## config.mk

```make
export PLATFORM = sky130hd
export DESIGN_NAME = if0_pc_gen
export DESIGN_NICKNAME = d
export VERILOG_FILES = /design/src/rtl/if0_pc_gen_pkg.sv /design/src/rtl/if0_next_pc_sel.sv /design/src/rtl/if0_pc_gen.sv
export SDC_FILE = /design/constraint.sdc
export NUM_CORES = 1
export LEC_CHECK = 0
export ABC_CLOCK_PERIOD_IN_PS = 2000
export CAP_MARGIN = 10
export CORE_MARGIN = 10
export CORE_UTILIZATION = 36
export CTS_BUF_LIST = sky130_fd_sc_hd__clkbuf_16
export DETAILED_ROUTE_END_ITERATION = 8
export GPL_ROUTABILITY_DRIVEN = 0
export PLACE_DENSITY = 0.78
export REMOVE_ABC_BUFFERS = 1
export SLEW_MARGIN = 10
export SYNTH_ARGS = -nofsm -noshare
export SYNTH_HDL_FRONTEND = slang
export SYNTH_HIERARCHICAL = 1
export SYNTH_SLANG_ARGS = --single-unit
```

## constraint.sdc

```tcl
create_clock -name clk -period 2 [get_ports clk]
set_clock_uncertainty 0.05 [all_clocks]
set_input_delay 0.3 -clock clk [delete_from_list [all_inputs] [get_ports clk]]
set_output_delay 0.3 -clock clk [all_outputs]
set_load 0.05 [all_outputs]
```

## src/rtl/if0_pc_gen_pkg.sv

```systemverilog
// rtl/if0_pc_gen_pkg.sv - shared types and constants for the IF0 PC generator
package if0_pc_gen_pkg;

  localparam logic [31:0] RESET_VECTOR_DEFAULT = 32'hBFC0_0000;
  localparam int unsigned FETCH_BYTES          = 8;

  // One next-line-predictor result for a single fetch slot
  typedef struct packed {
    logic        valid;
    logic        taken;
    logic [31:0] target;
    logic [1:0]  bim;
  } nlp_pred_t;

  // SEQ: normal fetch; DS_WAIT: fetching the delay slot of a slot-1 branch
  typedef enum logic {
    SEQ     = 1'b0,
    DS_WAIT = 1'b1
  } if0_state_e;

  // Address of the packet following the one containing pc (wraps mod 2^32)
  function automatic logic [31:0] next_packet(input logic [31:0] pc);
    next_packet = (pc & ~32'(FETCH_BYTES - 1)) + 32'(FETCH_BYTES);
  endfunction

endpackage

```

## src/rtl/if0_next_pc_sel.sv

```systemverilog
// rtl/if0_next_pc_sel.sv - combinational next-PC priority mux; predictions enabled by IF0_NLP_EN
module if0_next_pc_sel
  import if0_pc_gen_pkg::*;
(
  input  logic [31:0] pc_q,
  input  if0_state_e  state_q,
  input  logic [31:0] saved_target_q,
  input  nlp_pred_t   pred0,
  input  nlp_pred_t   pred1,
  input  logic        bk_redirect_valid,
  input  logic [31:0] bk_redirect_pc,
  input  logic        if3_redirect_valid,
  input  logic [31:0] if3_redirect_pc,
  input  logic        if1_ready,
  output logic [31:0] pc_d,
  output if0_state_e  state_d,
  output logic [31:0] saved_target_d,
  output logic [1:0]  slot_mask,
  output logic [1:0]  pred_slot,
  output logic [31:0] pred_target
);

  logic [31:0] seq_pc;
  logic        eff0;
  logic        eff1;
  logic        unused_bim;

  assign seq_pc     = next_packet(pc_q);
  // A delay-slot packet only carries slot 0; otherwise slot 0 is valid when pc is 8-aligned
  assign slot_mask  = (state_q == DS_WAIT) ? 2'b01 : {1'b1, ~pc_q[2]};
  assign unused_bim = ^{pred0.bim, pred1.bim};

`ifdef IF0_NLP_EN
  assign eff0 = (state_q == SEQ) && slot_mask[0] && pred0.valid && pred0.taken;
  assign eff1 = (state_q == SEQ) && slot_mask[1] && pred1.valid && pred1.taken;
`else
  logic unused_pred;
  assign unused_pred = ^{pred0, pred1};
  assign eff0 = 1'b0;
  assign eff1 = 1'b0;
`endif

  // Priority select: redirects, stall, delay-slot release, slot-0 branch, slot-1 branch, sequential
  always_comb begin
    pc_d           = pc_q;
    state_d        = state_q;
    saved_target_d = saved_target_q;
    pred_slot      = 2'b00;
    pred_target    = 32'h0;
    if (bk_redirect_valid) begin
      pc_d    = bk_redirect_pc;
      state_d = SEQ;
    end else if (if3_redirect_valid) begin
      pc_d    = if3_redirect_pc;
      state_d = SEQ;
    end else if (!if1_ready) begin
      pc_d = pc_q;
    end else if (state_q == DS_WAIT) begin
      pc_d    = saved_target_q;
      state_d = SEQ;
    end else if (eff0) begin
      // Slot 1 of this packet is the delay slot, so jump straight to the target
      pc_d        = pred0.target;
      pred_slot   = 2'b01;
      pred_target = pred0.target;
    end else if (eff1) begin
      // Delay slot lives in the next packet; park the target until it is fetched
      pc_d           = seq_pc;
      saved_target_d = pred1.target;
      state_d        = DS_WAIT;
      pred_slot      = 2'b10;
      pred_target    = pred1.target;
    end else begin
      pc_d = seq_pc;
    end
  end

endmodule

```

## src/rtl/if0_pc_gen.sv

```systemverilog
// rtl/if0_pc_gen.sv - fetch-stage-0 PC generator with delay-slot handling; NLP prediction via IF0_NLP_EN
module if0_pc_gen
  import if0_pc_gen_pkg::*;
#(
  parameter logic [31:0] RESET_VECTOR = RESET_VECTOR_DEFAULT
) (
  input  logic        clk,
  input  logic        rst,
  input  logic        pred0_valid,
  input  logic        pred0_taken,
  input  logic [31:0] pred0_target,
  input  logic [1:0]  pred0_bim,
  input  logic        pred1_valid,
  input  logic        pred1_taken,
  input  logic [31:0] pred1_target,
  input  logic [1:0]  pred1_bim,
  input  logic        bk_redirect_valid,
  input  logic [31:0] bk_redirect_pc,
  input  logic        if3_redirect_valid,
  input  logic [31:0] if3_redirect_pc,
  input  logic        if1_ready,
  output logic [31:0] pc,
  output logic        out_valid,
  output logic [1:0]  slot_mask,
  output logic [1:0]  pred_slot,
  output logic [31:0] pred_target,
  output logic [3:0]  pred_bim
);

  logic [31:0] pc_q, pc_d;
  if0_state_e  state_q, state_d;
  logic [31:0] saved_target_q, saved_target_d;
  nlp_pred_t   pred0, pred1;

  assign pred0 = '{valid: pred0_valid, taken: pred0_taken, target: pred0_target, bim: pred0_bim};
  assign pred1 = '{valid: pred1_valid, taken: pred1_taken, target: pred1_target, bim: pred1_bim};

  assign pc        = pc_q;
  assign out_valid = !bk_redirect_valid && !if3_redirect_valid;
  assign pred_bim  = {pred1_bim, pred0_bim};

  if0_next_pc_sel u_sel (
    .pc_q               (pc_q),
    .state_q            (state_q),
    .saved_target_q     (saved_target_q),
    .pred0              (pred0),
    .pred1              (pred1),
    .bk_redirect_valid  (bk_redirect_valid),
    .bk_redirect_pc     (bk_redirect_pc),
    .if3_redirect_valid (if3_redirect_valid),
    .if3_redirect_pc    (if3_redirect_pc),
    .if1_ready          (if1_ready),
    .pc_d               (pc_d),
    .state_d            (state_d),
    .saved_target_d     (saved_target_d),
    .slot_mask          (slot_mask),
    .pred_slot          (pred_slot),
    .pred_target        (pred_target)
  );

  // Fetch PC, delay-slot state and parked slot-1 target
  always_ff @(posedge clk) begin
    if (rst) begin
      pc_q           <= RESET_VECTOR;
      state_q        <= SEQ;
      saved_target_q <= 32'h0;
    end else begin
      pc_q           <= pc_d;
      state_q        <= state_d;
      saved_target_q <= saved_target_d;
    end
  end

endmodule

```

After elaboration in Yosys (flattened, before gate mapping)
Index checks and enable logic that the tools add are counted.
- $add $sub $neg: 1
- multipliers: 0
- div/mod/pow operators: 0
- magnitude comparators: 0
- eq/ne operators: 0
- shifts and indexed selects: 0
- mux-type cells: 3
- bitwise operators: 1
- reductions and logical operators: 4
- operators by type and width (cell ; number):
    2-to-1 mux 32 bit ; 3
    adder 32 x 4 -> 32 bit (second input constant) ; 1
    nonzero test 3 bit ; 1
    zero test 1 bit ; 2
    logical AND 1 bit ; 1
    inverter 1 bit ; 1
- register bits after elaboration: 32
- bits in latches: 0
- bits in writable memories: 0
- ROM bits: 0
- input port bits: 141
- output and inout port bits: 73
- word-level logic and storage cells: 10
- memories: 0

Longest topological paths before layout
- depth in word-level cells: 4
- gate-level depth with buffers: 8

Hierarchy
The synthesis kept the hierarchy.
- modules (own cells, without submodules) (module ; times used ; cells each ; area an instance (µm²)):
    if0_next_pc_sel ; 1 ; 332 ; 2155.8
    if0_pc_gen ; 1 ; 142 ; 1789.2

Worst setup path after synthesis
Ideal clock, no wire load.
- kind: register to register
- start: reg pc_q[11] (netlist: pc[11])
- end: reg pc_q[26] (netlist: pc[26])
- arrival: 2.224 ns
- required time: 1.830 ns
- path slack: -0.394 ns
- cell stages (with the launch flop): 8
- buffers on the path: 1
- path through: dfxtp_1 buf_6 nand3_4 or4_4 o31a_2 o21ai_0 a21oi_1 or2_1
- longest elaborated chain between the ends: 4
- RTL lines (element ; line ; RTL):
    start: declaration ; if0_pc_gen.sv:30 ; logic [31:0] pc_q, pc_d;
    start signal: assignment ; if0_pc_gen.sv:68 ; pc_q <= pc_d;
    adder 32 x 4 -> 32 bit ; if0_pc_gen_pkg.sv:23 ; next_packet = (pc & ~32'(FETCH_BYTES - 1)) + 32'(FETCH_BYTES);
    2-to-1 mux 32 bit ; if0_next_pc_sel.sv:56 ; end else if (!if1_ready) begin
    2-to-1 mux 32 bit ; if0_next_pc_sel.sv:53 ; end else if (if3_redirect_valid) begin
    2-to-1 mux 32 bit ; if0_next_pc_sel.sv:50 ; if (bk_redirect_valid) begin
    via pc_d[26] ; if0_pc_gen.sv:30 ;
The timed path passes the listed nets, and every way through them passes these cells. The select of a mux whose other input is x is not followed.
A chain may end at the register's enable or synchronous reset.

Final worst setup path
- start: reg pc_q[18] (netlist: pc[18])
- end: out pc[18]
- RTL lines (element ; line ; RTL):
    end: declaration ; if0_pc_gen.sv:22 ; output logic [31:0] pc,
No word-level cell between the ends.

==> impl_results.md <==
* Status: completed
* Largest net degree at the start of global routing at 35
* First-pass GRT wire length at 19.99 mm
* Initial core utilization at 0.3655
* Crit path max fanout at 3
* Commonest cells after routing, fill and taps aside: 82 x buf_4, 75 x clkdlybuf4s50_1, 60 x nor2b_1, 60 x dfxtp_1, 34 x conb_1
* Residual DRC count at 0
* Simple-Gate Fraction of Synth Area at 0.2448
* Mean Syn Cell Area at 8.323 um^2
* Area of placed instances at roughly 0.0050 mm^2
* # diodes at 0
* Clock sinks at 65
* RSZ-0062 raised after global routing: no
* Routed Antenna Nets at 0
* Slowest stage cell, crit path: clkdlybuf4s50_1
* Area contributors post-synth: dfxtp_1 33%, buf_4 13%, nor2b_1 9.5%
* Main combinational cell family by area after synthesis: simple AND/OR/NAND/NOR gates
* Vias at around 3800
* CP Class: reg2out
* Compound-Gate Fraction of Synth Area at 0.2131
* DRT Pass-1 Iters at 4
* Cells after Synth at 474
* Final wirelength at 12.65 mm
* Slew of the pin with the lowest slew margin at 725.1 ps
* Worst Path Arrival at between 1500 and 2000 ps
* Initial antenna violation count at 0
* Via density per instance at 5.198
* CTS Buf Count at 9
* Leading cell type in the layout, fill and taps excluded: buf_4
* Internal power at 2.649 mW
* CTS tree: yes
* Clk_lat worst skew at 330 ps
* Top Ports at 214
* FFs w/ async S/R, synth at 0
* GRT overflow at 0
* Fmax at between 500 and 600 MHz
* Reg power frac at 0.365
* Post-synth EDFFs at 0
* PnR worst setup slack at about 56 ps
* Max stage delay on crit path at 800 ps
* P&R area growth vs syn at 33.90%
* Row cnt at 38
* Clk pin slew, worst setup/hold paths at 60 ps
* Maxcap violations at 0
* Critical path, cell by cell: buf_4 -> clkdlybuf4s50_1
* Die Span Y at roughly 120 um
* Setup crit end kind: output port
* Final Hold Vio Count at 0
* Post-synth cell types at 56
* Sw power at 1.167 mW
* Design area at 0.005283 mm^2
* Slew headroom at 0.5161
* DP Worst Slack at -351.7 ps
* DIE WIDTH at 124.7 um
* Static leakage at 2.104 nW
* Final nets at 723
* Cell area after synthesis at roughly 0.0039 mm^2
* Net Sw Frac at 0.3057
* Root Buffer Master: clkbuf_16
* # H-tree levels at 3
* Period Utilization, post-route at 0.9720
* Maximum VDD drop at 0.0003902 V
* CTS Buffer Depth at 2
* Post-synthesis mux area share at 0.01808
* Power per cell area at 722.4 mW/mm^2
* Fraction of the mapped netlist area in adder cells at 0.003172
* DP Wirelength at 9.782 mm
* Combinational power share at 0.238
* Worst Setup Start Kind: register
* Power share of the clock group at 0.396
* Post-synthesis xor/xnor area fraction at 0.008880
* Synth top area share at 0.3298
* Post-layout minimum cycle time at 1944 ps
* Layout cell share with drive strength beyond 1 at 0.2065
* Yosys warns at 6
* Drt first-iter violations at between 200 and 300
* Die area at 0.01555 mm^2
* Final setup vio count at 0
* Util after Layout at 0.4895
* Seq cells post-synth at 65
* Total Routing Usage GR at 0.1544
* Post-synth top area cell: dfxtp_1
* Main synth FF type: dfxtp_1
* Sequential share of the synthesized area at 0.3298
* Vias in the first global route at 3815
* Core area at around 0.011 mm^2
* Crit path required time at 1650 ps
* Hold Path Class: reg2reg
* PortBufs at just over 100
* Wire per inst at 17.42 um
* Final slew viol count at 0
-- per-layer routing --
metal | track usage | up-vias | part of all wire
li1 | - | 1819 | -
met3 | 0.05872 | 15 | 0.091
met5 | 0 | - | 0
met2 | 0.2584 | 160 | 0.48
met1 | 0.1723 | 1780 | 0.41
met4 | 0.06237 | 0 | 0.020
-- Yosys cell counts, drive strengths merged, types with 2 or more instances --
cell type	count
buf	78
dfxtp	65
nor2b	60
o21ai	33
nor2	26
nand2	23
clkbuf	20
a21oi	17
nand3	17
a22oi	12
a221oi	11
nand4	10
nor3	10
or2	9
o22ai	8
a221o	6
mux2i	6
o41ai	6
a211oi	5
a311oi	4
o31ai	4
xor2	4
a31oi	3
and2	3
and3	3
and4	3
clkinv	3
o221ai	3
nor3b	2
nor4	2
o211ai	2
or4	2
-- metrics by stage --
step                      total power [mW]  hold slack (ps)  setup TNS (ps)  std cells
after floorplan                      1.912            321.6           -3886        409
after global placement               2.306            393.2           -5866        710
after detailed placement             2.319            405.8           -6450        710
after CTS                            3.829            415.5               0        726
after global routing                 3.954            426.0               0        726
final                                3.816            416.3               0        726
-- path summary, 6_finish.rpt --
path	from	to	slack, ps	depth (start not counted)
max	pc[18]	pc[18]	60	2
min	saved_target_q[30]	saved_target_q[30]	420	1
max reg2reg	pc[15]	pc[26]	90	6
min reg2reg	saved_target_q[30]	saved_target_q[30]	420	1
-- area by class of cell --
cell class              instances  area, um^2
fillers                       989        5510
repair buffers                161        1424
clock buffers                   9       225.2
clock inverters                 7       61.31
inverters                       4       15.01
multi-input cells             340        2074
flip-flops and latches         65        1308
well taps                     140       175.2
-- what timing repair did --
item	in CTS	in global routing
gates resized for setup	1	11
pin swaps	0	2
setup buffers	0	0
gates cloned	0	0
setup endpoints to repair	1	23
hold buffers	0	0
endpoints found under the hold margin	0	0
-- registers in the layout (all words and copies together) (netlist names) --
register	cells
saved_target_q	32
state_q	1
pc	32
-- power groups by stage --
| stage | sequential [mW] | combinational [mW] | clock (mW) |
|---|---|---|---|
| 6_report | 1.39 | 0.910 | 1.51 |
| 5_1_grt | 1.40 | 0.966 | 1.59 |
| 4_1_cts | 1.39 | 0.907 | 1.53 |
| 3_5_place_dp | 1.42 | 0.902 | 0 |
| 3_3_place_gp | 1.41 | 0.891 | 0 |
| 2_1_floorplan | 1.58 | 0.336 | 0 |
-- cells by family after synthesis --
family          after synthesis
mux                           7
xor+xnor                      4
simple gates                172
flops                        65
compound gates              122
fa+ha+maj                     1
other cells                   1
buf+inv                     102
-- worst max-delay path, delay by kind of cell (launching register included) --
kind                   cells  cell delay, ps
buffers and inverters      2             930
DFF                        1             330
Note: power is estimated with default switching activity, not from simulation.
